[src/rtl/rseq_ctrl_if.sv]
// rseq_ctrl_if
// Groups the request, ROM and uop-pipeline signals of the microsequence
// ROM sequencer.
//   master : the sequencer (rseq_ctrl). It takes the requests, stall and
//            ROM data, and drives the ROM address, uop slot, vec, busy and acks.
//   slave  : the environment around it (front end, ROM, downstream stage).
interface rseq_ctrl_if;
  logic         exc_req;
  logic [7:0]   exc_vec;
  logic         int_req;
  logic [7:0]   int_vec;
  logic         iret_req;
  logic         stall;
  logic [127:0] rseq_data;
  logic [2:0]   rseq_addr;
  logic         rseq_oe;
  logic         uop_v;
  logic [127:0] uop_data;
  logic [7:0]   vec;
  logic         busy;
  logic         exc_ack;
  logic         int_ack;
  logic         iret_ack;

  modport master (
    input  exc_req, exc_vec, int_req, int_vec, iret_req, stall, rseq_data,
    output rseq_addr, rseq_oe, uop_v, uop_data, vec, busy,
           exc_ack, int_ack, iret_ack
  );

  modport slave (
    output exc_req, exc_vec, int_req, int_vec, iret_req, stall, rseq_data,
    input  rseq_addr, rseq_oe, uop_v, uop_data, vec, busy,
           exc_ack, int_ack, iret_ack
  );
endinterface

[src/rtl/rseq_ctrl.sv]
// rseq_ctrl
// Reader/sequencer for the 8 x 128-bit interrupt/exception/iret
// microsequence ROM. It arbitrates the three requests (exc > int > iret),
// jumps to the winner's entry point and then steps the ROM address once per
// unstalled cycle. Each word is registered into a single valid/stall slot
// for the downstream stage. While a sequence runs, busy stalls the front end.
// Ports:
//   clk  : system clock
//   rst  : synchronous, active-high reset
//   bus  : rseq_ctrl_if.master
//          in  : exc_req/exc_vec, int_req/int_vec, iret_req, stall, rseq_data
//          out : rseq_addr, rseq_oe, uop_v, uop_data, vec, busy,
//                exc_ack, int_ack, iret_ack
module rseq_ctrl #(
  parameter logic [2:0] EXC_BASE  = 3'd0,
  parameter logic [2:0] INT_BASE  = 3'd3,
  parameter logic [2:0] IRET_BASE = 3'd6,
  parameter int         END_BIT   = 127
) (
  input  logic         clk,
  input  logic         rst,
  rseq_ctrl_if.master  bus
);

  typedef enum logic {IDLE, SEQ} state_t;
  typedef enum logic [1:0] {K_EXC = 2'd0, K_INT = 2'd1, K_IRET = 2'd2} kind_t;

  state_t        r_state;
  kind_t         r_kind;
  logic [2:0]    r_addr;
  logic          r_uop_v;
  logic [127:0]  r_uop_data;
  logic [7:0]    r_vec;
  logic          r_busy;
  logic          r_exc_ack;
  logic          r_int_ack;
  logic          r_iret_ack;

  // A sequence ends on its flagged word, or at the top of the ROM. There is
  // no wrap back to 0 inside a sequence.
  logic w_last;
  // Only an exception interrupts a running sequence. An exception that is
  // already running cannot be nested.
  logic w_abort;

  assign w_last  = bus.rseq_data[END_BIT] || (r_addr == 3'd7);
  assign w_abort = bus.exc_req && (r_kind != K_EXC);

  always_ff @(posedge clk) begin
    if (rst) begin
      r_state    <= IDLE;
      r_kind     <= K_EXC;
      r_addr     <= 3'd0;
      r_uop_v    <= 1'b0;
      r_uop_data <= '0;
      r_vec      <= 8'd0;
      r_busy     <= 1'b0;
      r_exc_ack  <= 1'b0;
      r_int_ack  <= 1'b0;
      r_iret_ack <= 1'b0;
    end else begin
      // Acks are single-cycle pulses.
      r_exc_ack  <= 1'b0;
      r_int_ack  <= 1'b0;
      r_iret_ack <= 1'b0;
      case (r_state)
        IDLE: begin
          // The last word of the previous sequence stays in the slot until
          // the downstream stage takes it.
          if (!bus.stall) r_uop_v <= 1'b0;
          if (bus.exc_req) begin
            r_state   <= SEQ;
            r_busy    <= 1'b1;
            r_addr    <= EXC_BASE;
            r_kind    <= K_EXC;
            r_vec     <= bus.exc_vec;
            r_exc_ack <= 1'b1;
          end else if (bus.int_req) begin
            r_state   <= SEQ;
            r_busy    <= 1'b1;
            r_addr    <= INT_BASE;
            r_kind    <= K_INT;
            r_vec     <= bus.int_vec;
            r_int_ack <= 1'b1;
          end else if (bus.iret_req) begin
            r_state    <= SEQ;
            r_busy     <= 1'b1;
            r_addr     <= IRET_BASE;
            r_kind     <= K_IRET;
            r_vec      <= 8'd0;
            r_iret_ack <= 1'b1;
          end
        end
        SEQ: begin
          if (w_abort) begin
            // Restart at the exception entry. The word in the slot belongs
            // to the discarded sequence, so it is dropped even under stall.
            r_addr    <= EXC_BASE;
            r_kind    <= K_EXC;
            r_vec     <= bus.exc_vec;
            r_exc_ack <= 1'b1;
            r_uop_v   <= 1'b0;
          end else if (!bus.stall) begin
            r_uop_data <= bus.rseq_data;
            r_uop_v    <= 1'b1;
            if (w_last) begin
              r_state <= IDLE;
              r_busy  <= 1'b0;
              r_addr  <= 3'd0;
            end else begin
              r_addr <= r_addr + 3'd1;
            end
          end
        end
        default: r_state <= IDLE;
      endcase
    end
  end

  assign bus.rseq_addr = r_addr;
  assign bus.rseq_oe   = (r_state == SEQ);
  assign bus.uop_v     = r_uop_v;
  assign bus.uop_data  = r_uop_data;
  assign bus.vec       = r_vec;
  assign bus.busy      = r_busy;
  assign bus.exc_ack   = r_exc_ack;
  assign bus.int_ack   = r_int_ack;
  assign bus.iret_ack  = r_iret_ack;

endmodule
[src/flat_wrapper.sv]
// flat-port wrapper written by rule: the top's interface ports become plain ports
module rseq_ctrl_flat 
#(
  parameter logic [2:0] EXC_BASE  = 3'd0,
  parameter logic [2:0] INT_BASE  = 3'd3,
  parameter logic [2:0] IRET_BASE = 3'd6,
  parameter int         END_BIT   = 127
)
  (clk, rst, bus_exc_req, bus_exc_vec, bus_int_req, bus_int_vec, bus_iret_req, bus_stall, bus_rseq_data, bus_rseq_addr, bus_rseq_oe, bus_uop_v, bus_uop_data, bus_vec, bus_busy, bus_exc_ack, bus_int_ack, bus_iret_ack);
  rseq_ctrl_if bus_i ();
  input  logic clk;
  input  logic rst;
  input wire logic [$bits(bus_i.exc_req)-1:0] bus_exc_req;
  input wire logic [$bits(bus_i.exc_vec)-1:0] bus_exc_vec;
  input wire logic [$bits(bus_i.int_req)-1:0] bus_int_req;
  input wire logic [$bits(bus_i.int_vec)-1:0] bus_int_vec;
  input wire logic [$bits(bus_i.iret_req)-1:0] bus_iret_req;
  input wire logic [$bits(bus_i.stall)-1:0] bus_stall;
  input wire logic [$bits(bus_i.rseq_data)-1:0] bus_rseq_data;
  output wire logic [$bits(bus_i.rseq_addr)-1:0] bus_rseq_addr;
  output wire logic [$bits(bus_i.rseq_oe)-1:0] bus_rseq_oe;
  output wire logic [$bits(bus_i.uop_v)-1:0] bus_uop_v;
  output wire logic [$bits(bus_i.uop_data)-1:0] bus_uop_data;
  output wire logic [$bits(bus_i.vec)-1:0] bus_vec;
  output wire logic [$bits(bus_i.busy)-1:0] bus_busy;
  output wire logic [$bits(bus_i.exc_ack)-1:0] bus_exc_ack;
  output wire logic [$bits(bus_i.int_ack)-1:0] bus_int_ack;
  output wire logic [$bits(bus_i.iret_ack)-1:0] bus_iret_ack;
  assign bus_i.exc_req = bus_exc_req;
  assign bus_i.exc_vec = bus_exc_vec;
  assign bus_i.int_req = bus_int_req;
  assign bus_i.int_vec = bus_int_vec;
  assign bus_i.iret_req = bus_iret_req;
  assign bus_i.stall = bus_stall;
  assign bus_i.rseq_data = bus_rseq_data;
  assign bus_rseq_addr = bus_i.rseq_addr;
  assign bus_rseq_oe = bus_i.rseq_oe;
  assign bus_uop_v = bus_i.uop_v;
  assign bus_uop_data = bus_i.uop_data;
  assign bus_vec = bus_i.vec;
  assign bus_busy = bus_i.busy;
  assign bus_exc_ack = bus_i.exc_ack;
  assign bus_int_ack = bus_i.int_ack;
  assign bus_iret_ack = bus_i.iret_ack;
  rseq_ctrl #(.EXC_BASE(EXC_BASE), .INT_BASE(INT_BASE), .IRET_BASE(IRET_BASE), .END_BIT(END_BIT)) u_core (.clk(clk), .rst(rst), .bus(bus_i));
endmodule
[config.mk]
export PLATFORM = sky130hd
export DESIGN_NAME = rseq_ctrl_flat
export DESIGN_NICKNAME = d
export VERILOG_FILES = /design/src/rtl/rseq_ctrl_if.sv /design/src/rtl/rseq_ctrl.sv /design/src/flat_wrapper.sv
export SDC_FILE = /design/constraint.sdc
export NUM_CORES = 1
export LEC_CHECK = 0
export BUFFER_PORTS_ARGS = -buffer_cell sky130_fd_sc_hd__buf_2
export CELL_PAD_IN_SITES_DETAIL_PLACEMENT = 0
export CELL_PAD_IN_SITES_GLOBAL_PLACEMENT = 2
export CORE_AREA = 2 2 157 159
export DETAILED_ROUTE_END_ITERATION = 8
export DIE_AREA = 0 0 159 161
export PLACE_DENSITY = 0.81
export RECOVER_POWER = 100
export SYNTH_ARGS = -nofsm -noshare
export SYNTH_HDL_FRONTEND = slang
export SYNTH_SLANG_ARGS = --single-unit
export TNS_END_PERCENT = 100
[constraint.sdc]
create_clock -name clk -period 1.67 [get_ports clk]
set_input_delay 0.0835 -clock clk [delete_from_list [all_inputs] [get_ports clk]]
set_output_delay 0.0835 -clock clk [all_outputs]
set_load 0.01 [all_outputs]
==> Word-level counts from Yosys, hierarchy flattened <==
Cells that the tools add are included.
{ "word_totals": {"regBits": 147, "latch_bits": 0, "ramBits": 0, "rom_bits": 0, "in_bits": 150, "output_inout_bits": 145, "elab_cells": 71, "mem_count": 0} }
{ "op_classes": {"n_addsub": 1, "multipliers": 0, "div_mod_pow": 0, "magnitude_cmp": 0, "eq_ne": 8, "shifts": 0, "n_mux": 39, "bitwise": 3, "n_reduce_logical": 10} }
{ "ops": {"columns": ["operator", "n"], "rows": [
  ["$mux 8", 4],
  ["$mux 1", 18],
  ["$mux 3", 6],
  ["$pmux 8 s2", 1],
  ["$ne 2x2->1 const B", 5],
  ["$mux 2", 4],
  ["$pmux 1 s2", 4],
  ["$pmux 3 s2", 1],
  ["$reduce_and 2->1", 3],
  ["$ne 4x4->1 const B", 1],
  ["$pmux 2 s2", 1],
  ["$reduce_and 4->1", 1],
  ["$reduce_or 4->1", 1],
  ["$add 3x1->3 const B", 1],
  ["$eq 3x3->1 const B", 1],
  ["$ne 3x3->1 const B", 1],
  ["$not 1->1", 3],
  ["$reduce_and 3->1", 1],
  ["$reduce_or 3->1", 1],
  ["$reduce_bool 2->1", 1],
  ["$logic_and 1x1->1", 1],
  ["$logic_or 1x1->1", 1]
]} }

==> Logic depth before layout (Yosys ltp) <==
{ "depth": {"ltp_word": 6, "mapped_depth": 6, "depth_no_buf": 5} }

==> Worst setup path before layout <==
Ideal clock, no wire load.
{ "synth_timing": {"kind": "register to register", "from": "register u_core.r_addr[0] (netlist: u_core.bus.rseq_addr[0])", "to": "register u_core.r_addr[2] (netlist: u_core.bus.rseq_addr[2])", "setup_time_ps": 86, "t_arrival_ps": 1292, "t_required_ps": 1584, "path_slack_ps": 292, "path_stages_with_launch": 6, "n_path_buf": 0, "period_less_slack_ps": 1378, "path_cell_list": "dfxtp_1 > ha_1 > ha_1 > nor2_1 > a41oi_1 > a221oi_2"} }
{ "synth_between": {"elab_chain_cells": 6, "word_cells_on_any_way": 7, "classes_between": "1 x add/sub; 1 x eq/ne; 4 x mux; 1 x reduce/logical"} }
{ "synth_lines": {"columns": ["element", "line_no", "rtl"], "rows": [
  ["from (decl)", "rseq_ctrl.sv:30", "logic [2:0] r_addr;"],
  ["from (signal assigned)", "rseq_ctrl.sv:111", "r_addr <= r_addr + 3'd1;"],
  ["parallel branches: the longest is 2 deep, another holds $add 3x1->3", null, null],
  ["$mux 3 (*)", "rseq_ctrl.sv:106", "if (w_last) begin"],
  ["$mux 3 (*)", "rseq_ctrl.sv:103", "end else if (!bus.stall) begin"],
  ["$mux 3 (*)", "rseq_ctrl.sv:95", "if (w_abort) begin"],
  ["$pmux 3 s2 (*)", "rseq_ctrl.sv:66", "case (r_state)"]
]} }
Every way passes the cells marked *. The select of a mux whose other input is x is not followed.
A chain may end at the register's enable or synchronous reset.

==> Worst setup path after layout <==
{ "layout_timing": {"from": "register u_core.r_state (netlist: u_core.bus.rseq_oe)", "to": "register u_core.r_uop_data[51] (netlist: u_core.bus.uop_data[51])"} }
{ "layout_between": {"elab_chain_cells": 1} }
{ "layout_lines": {"columns": ["element", "line_no", "rtl"], "rows": [
  ["from (decl)", "rseq_ctrl.sv:28", "state_t r_state;"],
  ["from (signal assigned)", "rseq_ctrl.sv:51", "r_state <= IDLE;"],
  ["from (signal assigned)", "rseq_ctrl.sv:72", "r_state <= SEQ;"],
  ["from (signal assigned)", "rseq_ctrl.sv:79", "r_state <= SEQ;"],
  ["$reduce_and 3->1 (no source line)", null, null],
  ["to (signal assigned)", "rseq_ctrl.sv:104", "r_uop_data <= bus.rseq_data;"],
  ["to (decl)", "rseq_ctrl.sv:32", "logic [127:0] r_uop_data;"]
]} }
No other way between the ends.

==> run_results.csv <==
group,metric,value,unit
placed_design,hpwl,14200,µm
route,drt_pass1_iterations,4,
route,routed_wl,22550,µm
hold_path,hold_path_depth,2,
timing,worst_slack,169.2,ps
timing,finalMaxSlewViolations,0,
timing,skew,8.745,ps
floorplan,die-area,25600,µm²
grt,grt.total_usage,16.97,%
route,ant_nets,0,
timing,fin_crit_sh,89.87,%
cells_and_area,fin_util,39.45,%
critical_path,worstPathRequired,2010,ps
yosys,synth_nets,842,
cells_and_area,layout.nets,1229,
placed_design,place.gp.congestion,0.7705,
yosys,synth_edf_count,0,
clock_tree,clkSinkCount,147,
power,powerDensity,1015,nW/µm²
placed_design,io_buffers,294,
route,wl_per_cell,15.96,µm
critical_path,critical_path.max_fanout,23,
yosys,yosysSeqAreaShare,50.15,%
cells_and_area,fill_cells,2554,
grt,grt_pass1_vias,6631,
yosys,ys_top_cells_by_count,"dfxtp_1, a21oi_1, o21ai_0",
critical_path,crit_arrival,1840,ps
clock_tree,h-tree-depth,4,
timing,period_minus_slack,1501,ps
critical_path,slowest_delay,480,ps
yosys,syn_inst,690,
cells_and_area,syn2layout_area_growth,61.11,%
timing,relSlewSlack,73.09,%
power,irDropWorstVdd,0.5557,mV
grt,antenna_found_initial,1,
timing,tns,0,ps
power,p_leak,3.557,nW
clock_tree,cts_setup_buffers,0,
critical_path,critPathLaunchType,"flip-flop",
yosys,ys_seq_elements,147,
timing,max_slew.worst_pin.slew,403.6,ps
placed_design,numPlacedInstances,1252,
cells_and_area,drive_gt1_share,20.04,%
route,vias,6638,
grt,grt_max_degree,64,
clock_tree,clk_path_buf_depth,2,
timing,rsz0062_at_grt,"false",
critical_path,cp-end-kind,"flip-flop",
yosys,yosys_warnings,0,
route,drc,0,
yosys,synthArstFlopShare,0,%
clock_tree,cts_made_buffers,17,
grt,grt_pass1_wl,35360,µm
route,viasPerCell,4.698,
yosys,synth_top_area_cell,"dfxtp_1",
yosys,synth_area,5868,µm²
yosys,ys_types,34,
critical_path,worst_path_max_delay_cell,"dfxtp_1",
critical_path,rr_worst_depth,4,
hold_path,min-delay-path-class,"in2reg",
critical_path,crit_type,"reg2reg",
timing,hold_violations,0,
floorplan,start_util,24.49,%
floorplan,die_h,161,µm
yosys,synth_flop_cell,"dfxtp_1",
cells_and_area,final_cells,1413,
floorplan,ioPinCount,295,
floorplan,fp-row-count,57,
yosys,synth.most_common_cell,"dfxtp_1",
clock_tree,cts.clk_slew.worst_paths,70,ps
floorplan,die_width,159,µm
critical_path,cp_cell_sequence,"nor2b_4 -> clkbuf_4 -> nand3_1 -> a21oi_1",
floorplan,core_area,23960,µm²
clock_tree,clock_latency,410,ps
route,drt-initial-drc-count,534,
placed_design,preCtsSetupSlack,203.5,ps
yosys,netlist.area_leader.share,50.15,%
run_status,outcome,"finished, final reports clean",
yosys,synth.area.top_cells,"dfxtp_1, a21oi_1, o21ai_0",
timing,setup_viol,0,
timing,fmax,0.6663,GHz
job,maxCapViolations,0,
yosys,synth_area_per_cell,8.505,µm²
clock_tree,clockRootBuffer,"clkbuf_16",
power,total_power,0.009600,W
clock_tree,cts_tree,"yes",
grt,grt-ovfl-total,0,
==> cells by family (layout without fill, tap and decap cells) <==
group	Yosys count	after routing	synth area share (%)
DFF	147	147	50.15
buffers and inverters	83	481	6.674
AOI/OAI and AO/OA	289	289	25.93
and+or+nand+nor	161	161	14.90
muxes	8	8	1.919
adders and majority gates	2	2	0.4264
other	0	1	0
==> power breakdown <==
part | switching [W] | internal (W)
clock network | 0.00159 | 0.00285
registers | 0.0000925 | 0.00369
logic | 0.000733 | 0.000646
==> per-stage QoR <==
step / cell area (µm²) / hold WS [ps]
4_1_cts: 9686 / 4.052
6_report: 9454 / 17.16
3_5_place_dp: 7717 / 343.2
5_1_grt: 9452 / 22.41
2_1_floorplan: 5868 / 231.2
3_3_place_gp: 7717 / 336.8
==> routing by layer <==
metal,wire [µm],global-route usage (%)
met2,11090,29.74
met1,9445,20.04
met3,1605,5.367
met5,11,0
met4,393,4.711
==> placed cells by master, fill, tap and decap left out, drive strengths merged <==
master	synthesis	layout
a2111oi	1	1
a211oi	2	2
a21o	1	1
a21oi	137	137
a221oi	4	4
a2bb2oi	1	1
a31o	1	1
a32oi	1	1
a41oi	2	2
and2	1	1
and3b	1	1
buf	46	171
bufinv	0	6
clkbuf	35	166
clkinv	0	2
clkinvlp	0	1
dfxtp	147	147
diode	0	1
dlygate4sd3	0	130
ha	2	2
inv	2	5
mux2	8	8
nand2	3	3
nand2b	1	1
nand3	128	128
nand4bb	8	8
nor2	5	5
nor2b	10	10
nor3	4	4
o21a	1	1
o21ai	137	137
o32ai	1	1
==> final timing paths <==
check | startpoint | to | slack [ps]
min reg2reg | u_core.bus.uop_data[121]$_SDFFE_PP0P_ | u_core.bus.uop_data[121]$_SDFFE_PP0P_ | 470
min | bus_exc_req | u_core.r_kind[1]$_SDFFE_PP0P_ | 20
max reg2reg | u_core.bus.rseq_oe$_SDFF_PP0_ | u_core.bus.uop_data[51]$_SDFFE_PP0P_ | 170
max | u_core.bus.rseq_oe$_SDFF_PP0_ | u_core.bus.uop_data[51]$_SDFFE_PP0P_ | 170
==> final cells by class <==
type | count | area, µm² | area share (%)
diodes | 1 | 2.502 | 0.02647
clock buffers | 18 | 439.2 | 4.645
clock inverters | 12 | 227.7 | 2.409
inverters | 2 | 7.507 | 0.07941
multi-input cells | 460 | 2546 | 26.93
flip-flops and latches | 147 | 2943 | 31.13
well taps | 324 | 405.4 | 4.288
repair buffers | 449 | 2883 | 30.49
==> registers in the layout (all words and copies together) (netlist names) <==
register / flops
u_core.bus.busy: 1
u_core.r_kind: 2
u_core.bus.uop_v: 1
u_core.bus.rseq_oe: 1
u_core.bus.int_ack: 1
u_core.bus.exc_ack: 1
u_core.bus.rseq_addr: 3
u_core.bus.uop_data: 128
u_core.bus.vec: 8
u_core.bus.iret_ack: 1
==> worst max-delay path, delay by kind of cell, from the launching register on <==
family	cells	cell delay [ps]
simple gates	2	440
buf+inv	1	370
flops	1	480
compound gates	1	130
==> repair_timing <==
item / in CTS / in global routing
hold buffers: 130 / 0
gates resized for setup: 0 / 1
endpoints found under the hold margin: 130 / 0
endpoints found under the setup margin: 0 / 1
Power figures use the tool's default switching activity.
